**src/rtl/alu_bit_serial.sv**
```systemverilog
// Bit-serial ALU: one 1-bit slice reused over WIDTH cycles, LSB first.
// Carry is registered between bits; result word assembled by shifting.
//
// alu_slice     : combinational 1-bit ALU cell (AND/OR/ADD/SLT, A/B invert)
// alu_bit_serial:
//   clk, rst            rising-edge clock, synchronous active-high reset
//   start               request, sampled only while idle
//   src1, src2          operands, latched when start is accepted
//   ALU_control         {Ainvert, Binvert, op[1:0]}, latched with operands
//   busy                high while running and in the done cycle
//   done                one-cycle pulse, outputs valid from this cycle
//   result, zero        final word and result==0, held until next op
//   cout, overflow      MSB carry out, MSB cin^cout (0 for AND/OR)

module alu_slice (
   input  logic       a,
   input  logic       b,
   input  logic       cin,
   input  logic       less,
   input  logic       ainv,
   input  logic       binv,
   input  logic [1:0] op,
   output logic       res,
   output logic       sum,
   output logic       cout
);

   logic aa;
   logic bb;

   assign aa   = a ^ ainv;
   assign bb   = b ^ binv;
   assign sum  = aa ^ bb ^ cin;
   assign cout = (aa & bb) | (aa & cin) | (bb & cin);

   always_comb begin
      res = 1'b0;
      case (op)
         2'b00: res = aa & bb;
         2'b01: res = aa | bb;
         2'b10: res = sum;
         2'b11: res = less;
      endcase
   end

endmodule

module alu_bit_serial #(
   parameter int WIDTH = 32
) (
   input  logic             clk,
   input  logic             rst,
   input  logic             start,
   input  logic [WIDTH-1:0] src1,
   input  logic [WIDTH-1:0] src2,
   input  logic [3:0]       ALU_control,
   output logic             busy,
   output logic             done,
   output logic [WIDTH-1:0] result,
   output logic             zero,
   output logic             cout,
   output logic             overflow
);

   localparam int IW = $clog2(WIDTH);

   typedef enum logic [1:0] {
      IDLE,
      RUN,
      DONE
   } state_t;

   state_t           state;
   state_t           state_nxt;
   logic [WIDTH-1:0] a_sh;
   logic [WIDTH-1:0] b_sh;
   logic [WIDTH-1:0] r_sh;
   logic [WIDTH-1:0] r_nxt;
   logic [WIDTH-1:0] r_fin;
   logic [3:0]       ctl;
   logic             cy;
   logic [IW-1:0]    idx;
   logic             last;
   logic             s_res;
   logic             s_sum;
   logic             s_cout;

   alu_slice u_slice (
      .a    (a_sh[0]),
      .b    (b_sh[0]),
      .cin  (cy),
      .less (1'b0),
      .ainv (ctl[3]),
      .binv (ctl[2]),
      .op   (ctl[1:0]),
      .res  (s_res),
      .sum  (s_sum),
      .cout (s_cout)
   );

   assign last  = (idx == IW'(WIDTH - 1));
   assign busy  = (state != IDLE);
   assign done  = (state == DONE);

   // Slice outputs enter at the top so bit 0 lands at position 0
   // after WIDTH shifts.
   assign r_nxt = {s_res, r_sh[WIDTH-1:1]};

   // SLT takes the raw subtract sign bit, no overflow correction.
   assign r_fin = (ctl[1:0] == 2'b11)
                ? {{(WIDTH-1){1'b0}}, s_sum}
                : r_nxt;

   always_ff @(posedge clk) begin
      if (rst) state <= IDLE;
      else     state <= state_nxt;
   end

   always_comb begin
      state_nxt = state;
      case (state)
         IDLE:    if (start) state_nxt = RUN;
         RUN:     if (last)  state_nxt = DONE;
         DONE:    state_nxt = IDLE;
         default: state_nxt = IDLE;
      endcase
   end

   always_ff @(posedge clk) begin
      if (rst) begin
         a_sh     <= '0;
         b_sh     <= '0;
         r_sh     <= '0;
         ctl      <= '0;
         cy       <= 1'b0;
         idx      <= '0;
         result   <= '0;
         zero     <= 1'b1;
         cout     <= 1'b0;
         overflow <= 1'b0;
      end else begin
         case (state)
            IDLE: begin
               if (start) begin
                  a_sh <= src1;
                  b_sh <= src2;
                  ctl  <= ALU_control;
                  // Binvert doubles as the +1 of two's complement.
                  cy   <= ALU_control[2];
                  idx  <= '0;
               end
            end
            RUN: begin
               a_sh <= a_sh >> 1;
               b_sh <= b_sh >> 1;
               r_sh <= r_nxt;
               cy   <= s_cout;
               idx  <= idx + IW'(1);
               if (last) begin
                  result   <= r_fin;
                  zero     <= (r_fin == '0);
                  cout     <= s_cout;
                  overflow <= ctl[1] & (cy ^ s_cout);
               end
            end
            default: ;
         endcase
      end
   end

endmodule

```
**config.mk**
```make
export PLATFORM = sky130hd
export DESIGN_NAME = alu_bit_serial
export DESIGN_NICKNAME = d
export VERILOG_FILES = /design/src/rtl/alu_bit_serial.sv
export SDC_FILE = /design/constraint.sdc
export NUM_CORES = 1
export LEC_CHECK = 0
export ABC_AREA = 1
export ABC_CLOCK_PERIOD_IN_PS = 5400
export CAP_MARGIN = 20
export CELL_PAD_IN_SITES_DETAIL_PLACEMENT = 0
export CELL_PAD_IN_SITES_GLOBAL_PLACEMENT = 1
export CORE_ASPECT_RATIO = 0.75
export CORE_MARGIN = 3
export CORE_UTILIZATION = 41
export DETAILED_ROUTE_END_ITERATION = 10
export GPL_ROUTABILITY_DRIVEN = 0
export HOLD_SLACK_MARGIN = 0.02
export PLACE_DENSITY = 0.88
export SETUP_SLACK_MARGIN = 0.1
export SLEW_MARGIN = 15
export SYNTH_ARGS = -nofsm -noshare
export SYNTH_HDL_FRONTEND = slang
export SYNTH_HIERARCHICAL = 1
export SYNTH_SLANG_ARGS = --single-unit
```
**constraint.sdc**
```tcl
create_clock -name clk -period 5.4 [get_ports clk]
set_input_delay 1.08 -clock clk [delete_from_list [all_inputs] [get_ports clk]]
set_output_delay 1.08 -clock clk [all_outputs]
set_load 0.02 [all_outputs]
```
== After elaboration in Yosys (flattened, before gate mapping) ==
Index checks and enable logic that the tools add are counted.

* Register bits: 143
* Word-level logic and storage cells: 54

* Add/sub/neg operators: 1
* Eq/ne operators: 8
* Mux-type cells: 13
* Bitwise logic cells: 12
* Reductions and logical operators: 9

{| class="wikitable"
|+ Operators by type and width
! operator !! count
|-
| case mux 32 bit (2 select lines) || 2
|-
| two-way mux 32 bit || 3
|-
| zero test 32 bit || 1
|-
| case mux 5 bit (2 select lines) || 1
|-
| AND reduction 2 bit || 4
|-
| == test 2 bit (second input constant) || 3
|-
| adder 5 x 1 -> 5 bit (second input constant) || 1
|-
| == test 5 bit (second input constant) || 1
|-
| two-way mux 5 bit || 1
|-
| bitwise XOR 1 bit || 5
|-
| bitwise AND 1 bit || 4
|-
| == test 2 x 1 -> 1 bit (second input constant) || 2
|-
| zero test 2 bit || 2
|-
| two-way mux 2 bit || 2
|-
| != test 2 bit (second input constant) || 2
|-
| case mux 1 bit (4 select lines) || 1
|-
| case mux 2 bit (2 select lines) || 1
|-
| nonzero test 2 bit || 2
|-
| OR 1 bit || 3
|-
| case mux 1 bit (2 select lines) || 1
|-
| two-way mux 1 bit || 1
|}

== Longest topological paths before layout ==
* Depth after elaboration: 6
* Depth in mapped cells: 12
* Gate-level depth less buffers: 12

== Hierarchy ==
Netlist, hierarchy kept.

{| class="wikitable"
|+ Modules (own cells, without submodules)
! module !! instances !! cells an instance !! area each (um2) !! seq. area each (um2)
|-
| alu_bit_serial || 1 || 808 || 6009.5 || 2842.7
|-
| alu_slice || 1 || 21 || 125.1 || 0.0
|}

== Least setup slack after synthesis ==
No wires, ideal clock.

* Path type: input -> register
* From: input start
* To: register b_sh[30]
* Setup time: 0.118 ns
* Arrival: 1.779 ns
* Required time: 5.282 ns
* Path slack: 3.503 ns
* Stages: 7
* Cells stage by stage: nand3_2 > inv_2 > nor2_4 > buf_6 > buf_6 > o21ai_1 > a21oi_2

* Cells in the longest elaborated chain, start to end: 2

{| class="wikitable"
|+ Ends and longest elaborated chain
! element !! RTL line !! source
|-
| start: declaration || 53 || <nowiki>input logic start,</nowiki>
|-
| != test 2 bit (no source line) || - ||
|-
| AND reduction 2 bit (no source line) || - ||
|-
| end signal: assignment || 146 || <nowiki>b_sh <= src2;</nowiki>
|-
| end signal: assignment || 155 || <nowiki>b_sh <= b_sh >> 1;</nowiki>
|-
| end: declaration || 76 || <nowiki>logic [WIDTH-1:0] b_sh;</nowiki>
|}

No other way between the ends.
A chain may end at the register's enable or synchronous reset.

== Worst setup path after layout ==
* From: register idx[0]
* To: register zero

* Cells in the longest elaborated chain, start to end: 2

{| class="wikitable"
|+ Ends and longest elaborated chain
! element !! RTL line !! source
|-
| start: declaration || 82 || <nowiki>logic [IW-1:0] idx;</nowiki>
|-
| start signal: assignment || 158 || <nowiki>idx <= idx + IW'(1);</nowiki>
|-
| == test 5 bit || 101 || <nowiki>assign last = (idx == IW'(WIDTH - 1));</nowiki>
|-
| AND reduction 2 bit (no source line) || - ||
|-
| end signal: assignment || 161 || <nowiki>zero <= (r_fin == '0);</nowiki>
|-
| end: declaration || 60 || <nowiki>output logic zero,</nowiki>
|}

No other way between the ends.

==> qor.csv <==
metric;value;unit
cts_resized;0;
initial_utilization;42.2;%
fin_worst_skew;8.12;ps
grt_max_degree;98;
crit_arrival;3130;ps
worst_pin_slew;975;ps
wl_per_cell;12.3;µm
place_hpwl;8500;µm
drc;0;
htreeDepth;4;
finalWorstSetupSlack;2570;ps
grt-ovfl-total;0;
area_growth;27.5;%
cts.path.max_buffers;2;
num_vias;5359;
p_leak;3.10;nW
track_usage;16.9;%
layout-drive-gt1-share;8.54;%
crit_fanout;41;
synthCells;829;
final_common_cell;o21ai_0;
diodes;0;
end_kind;register;
io_buffers;107;
clk_latency;410;ps
synth_cell_types;26;
fmax;354;MHz
p_total;2.71;mW
cts_tree;built;
antenna_left;0;
setup_violations;0;
clock_sinks;142;
slew_violations;0;
synth-seq-cells;142;
grt_pass1_wl;23500;µm
yosys_warnings;6;
clk_pin_slew;60;ps
fin_setup_tns;0;ps
drv_cap;0;
relSlewSlack;34.9;%
drtIter0Drc;430;
nets;976;
period_minus_slack;2830;ps
fp-row-count;38;
ys_seq_area_share;46.3;%
synth.net_count;905;
pre_cts_slack;2350;ps
rsz0062_at_grt;false;
drt_pre_antenna_iters;5;
syn_area;6130;µm²
finalHoldViolations;0;
fin_crit_sh;52.3;%
synth.avg_cell_area;7.40;µm²
synth_top_area_share;46.3;%
cts_made_buffers;17;
via_per_inst;4.81;
routed_wl;13700;µm
die_height;112;µm
core;14500;µm²
path_class;reg -> reg;
synth_top_area_cell;dfxtp_1;
ios;108;
synthTopCellsByArea;dfxtp_1 (46%), o21ai_0 (13%), nand2_1 (6.8%), a21oi_1 (6.3%), nor2_1 (5.8%);
die-width;147;µm
antenna_found_initial;0;
final_cell_mix;o21ai_0 (163), dfxtp_1 (142), nand2_1 (111);
postCtsSetupBuffers;0;
status;complete, no violations;
peakVddDrop;0.283;mV
hp-class;reg -> reg;
die-area;16500;µm²
worst_setup_path_start_kind;register;
pwr_density_cell;347;nW/µm²
cts_root_buffer;clkbuf_16;
postCtsHoldBufs;0;
first_global_vias;4916;
crit_required;5700;ps
==> critical path, cell delays in order, from the launching register on <==
cell      delay (ps)
dfxtp_1          380
ha_1             180
inv_1             50
nor3_1           130
ha_1             170
inv_1             70
nor2_4           650
inv_1            680
nand2_1          190
nand2_1           60
o21bai_1         170
==> final cells by class <==
| cell class | count | area [µm²] |
|---|---|---|
| clock buffer | 19 | 453 |
| tap | 200 | 250 |
| fill | 1473 | 6730 |
| multi-input combinational | 542 | 2650 |
| sequential | 142 | 2840 |
| inverter | 84 | 317 |
| clock inverter | 13 | 163 |
| timing repair buffer | 113 | 1140 |
==> sequential cells by signal, indices dropped and copies added, names as in the netlist <==
name      flops
cout          1
state         2
overflow      1
cy            1
zero          1
ctl           4
r_sh         31
idx           5
a_sh         32
b_sh         32
result       32
==> final timing paths <==
path,start,to,slack (ps),cells past startpoint
max reg2reg,idx[0]$_SDFFE_PP0P_,zero$_SDFFE_PP1P_,2570,10
min reg2reg,b_sh[16]$_SDFFE_PP0P_,b_sh[16]$_SDFFE_PP0P_,450,2
min,b_sh[16]$_SDFFE_PP0P_,b_sh[16]$_SDFFE_PP0P_,450,2
max,idx[0]$_SDFFE_PP0P_,zero$_SDFFE_PP1P_,2570,10
==> per-stage QoR <==
stage / instances / utilization, % / cell area, µm² / hold slack (ps)
floorplan: 829 / - / 6130 / 425
global placement: 1081 / 49.5 / 7200 / 436
detailed placement: 1081 / 49.5 / 7200 / 441
CTS: 1113 / 53.7 / 7820 / 450
global route: 1113 / 53.7 / 7820 / 465
finish: 1113 / 53.7 / 7820 / 446
==> layer usage <==
metal  wire, µm  track usage, %  up-vias  share of wire, %
met2       5890            24.9      106                43
met3        616            4.19       11               4.5
met5          0               0        -                 0
li1           -               -     2844                 -
met1       7140            24.8     2398                52
met4         92            4.47        0              0.67
==> where the power goes <==
group	leakage [nW]	total (mW)	internal, mW	switching (mW)
clock network	0.284	1.20	0.752	0.446
registers	1.17	1.16	1.12	0.0351
logic	1.65	0.355	0.144	0.211
==> Yosys cell counts <==
cell type  instances
a21oi_1           77
a21oi_2           31
a31oi_1            1
buf_2             21
buf_4              4
buf_6              7
clkbuf_1          25
clkbuf_2           4
conb_1             1
dfxtp_1          142
fa_1               1
ha_1               4
inv_1             80
inv_2              4
nand2_1          111
nand2_2            1
nand3_1            8
nand3_2            1
nor2_1            95
nor2_4             2
nor3_1             1
o21ai_0          163
o21ai_1           41
o21bai_1           1
xnor2_1            1
xor2_1             2
==> logic make-up after synthesis <==
group	synth area share (%)
other cells	0.0611
fa+ha+maj	1.14
xor+xnor	0.428
flops	46.3
compound gates	27.6
buf+inv	10.5
simple gates	14.0
Note: power is estimated with default switching activity, not from simulation.
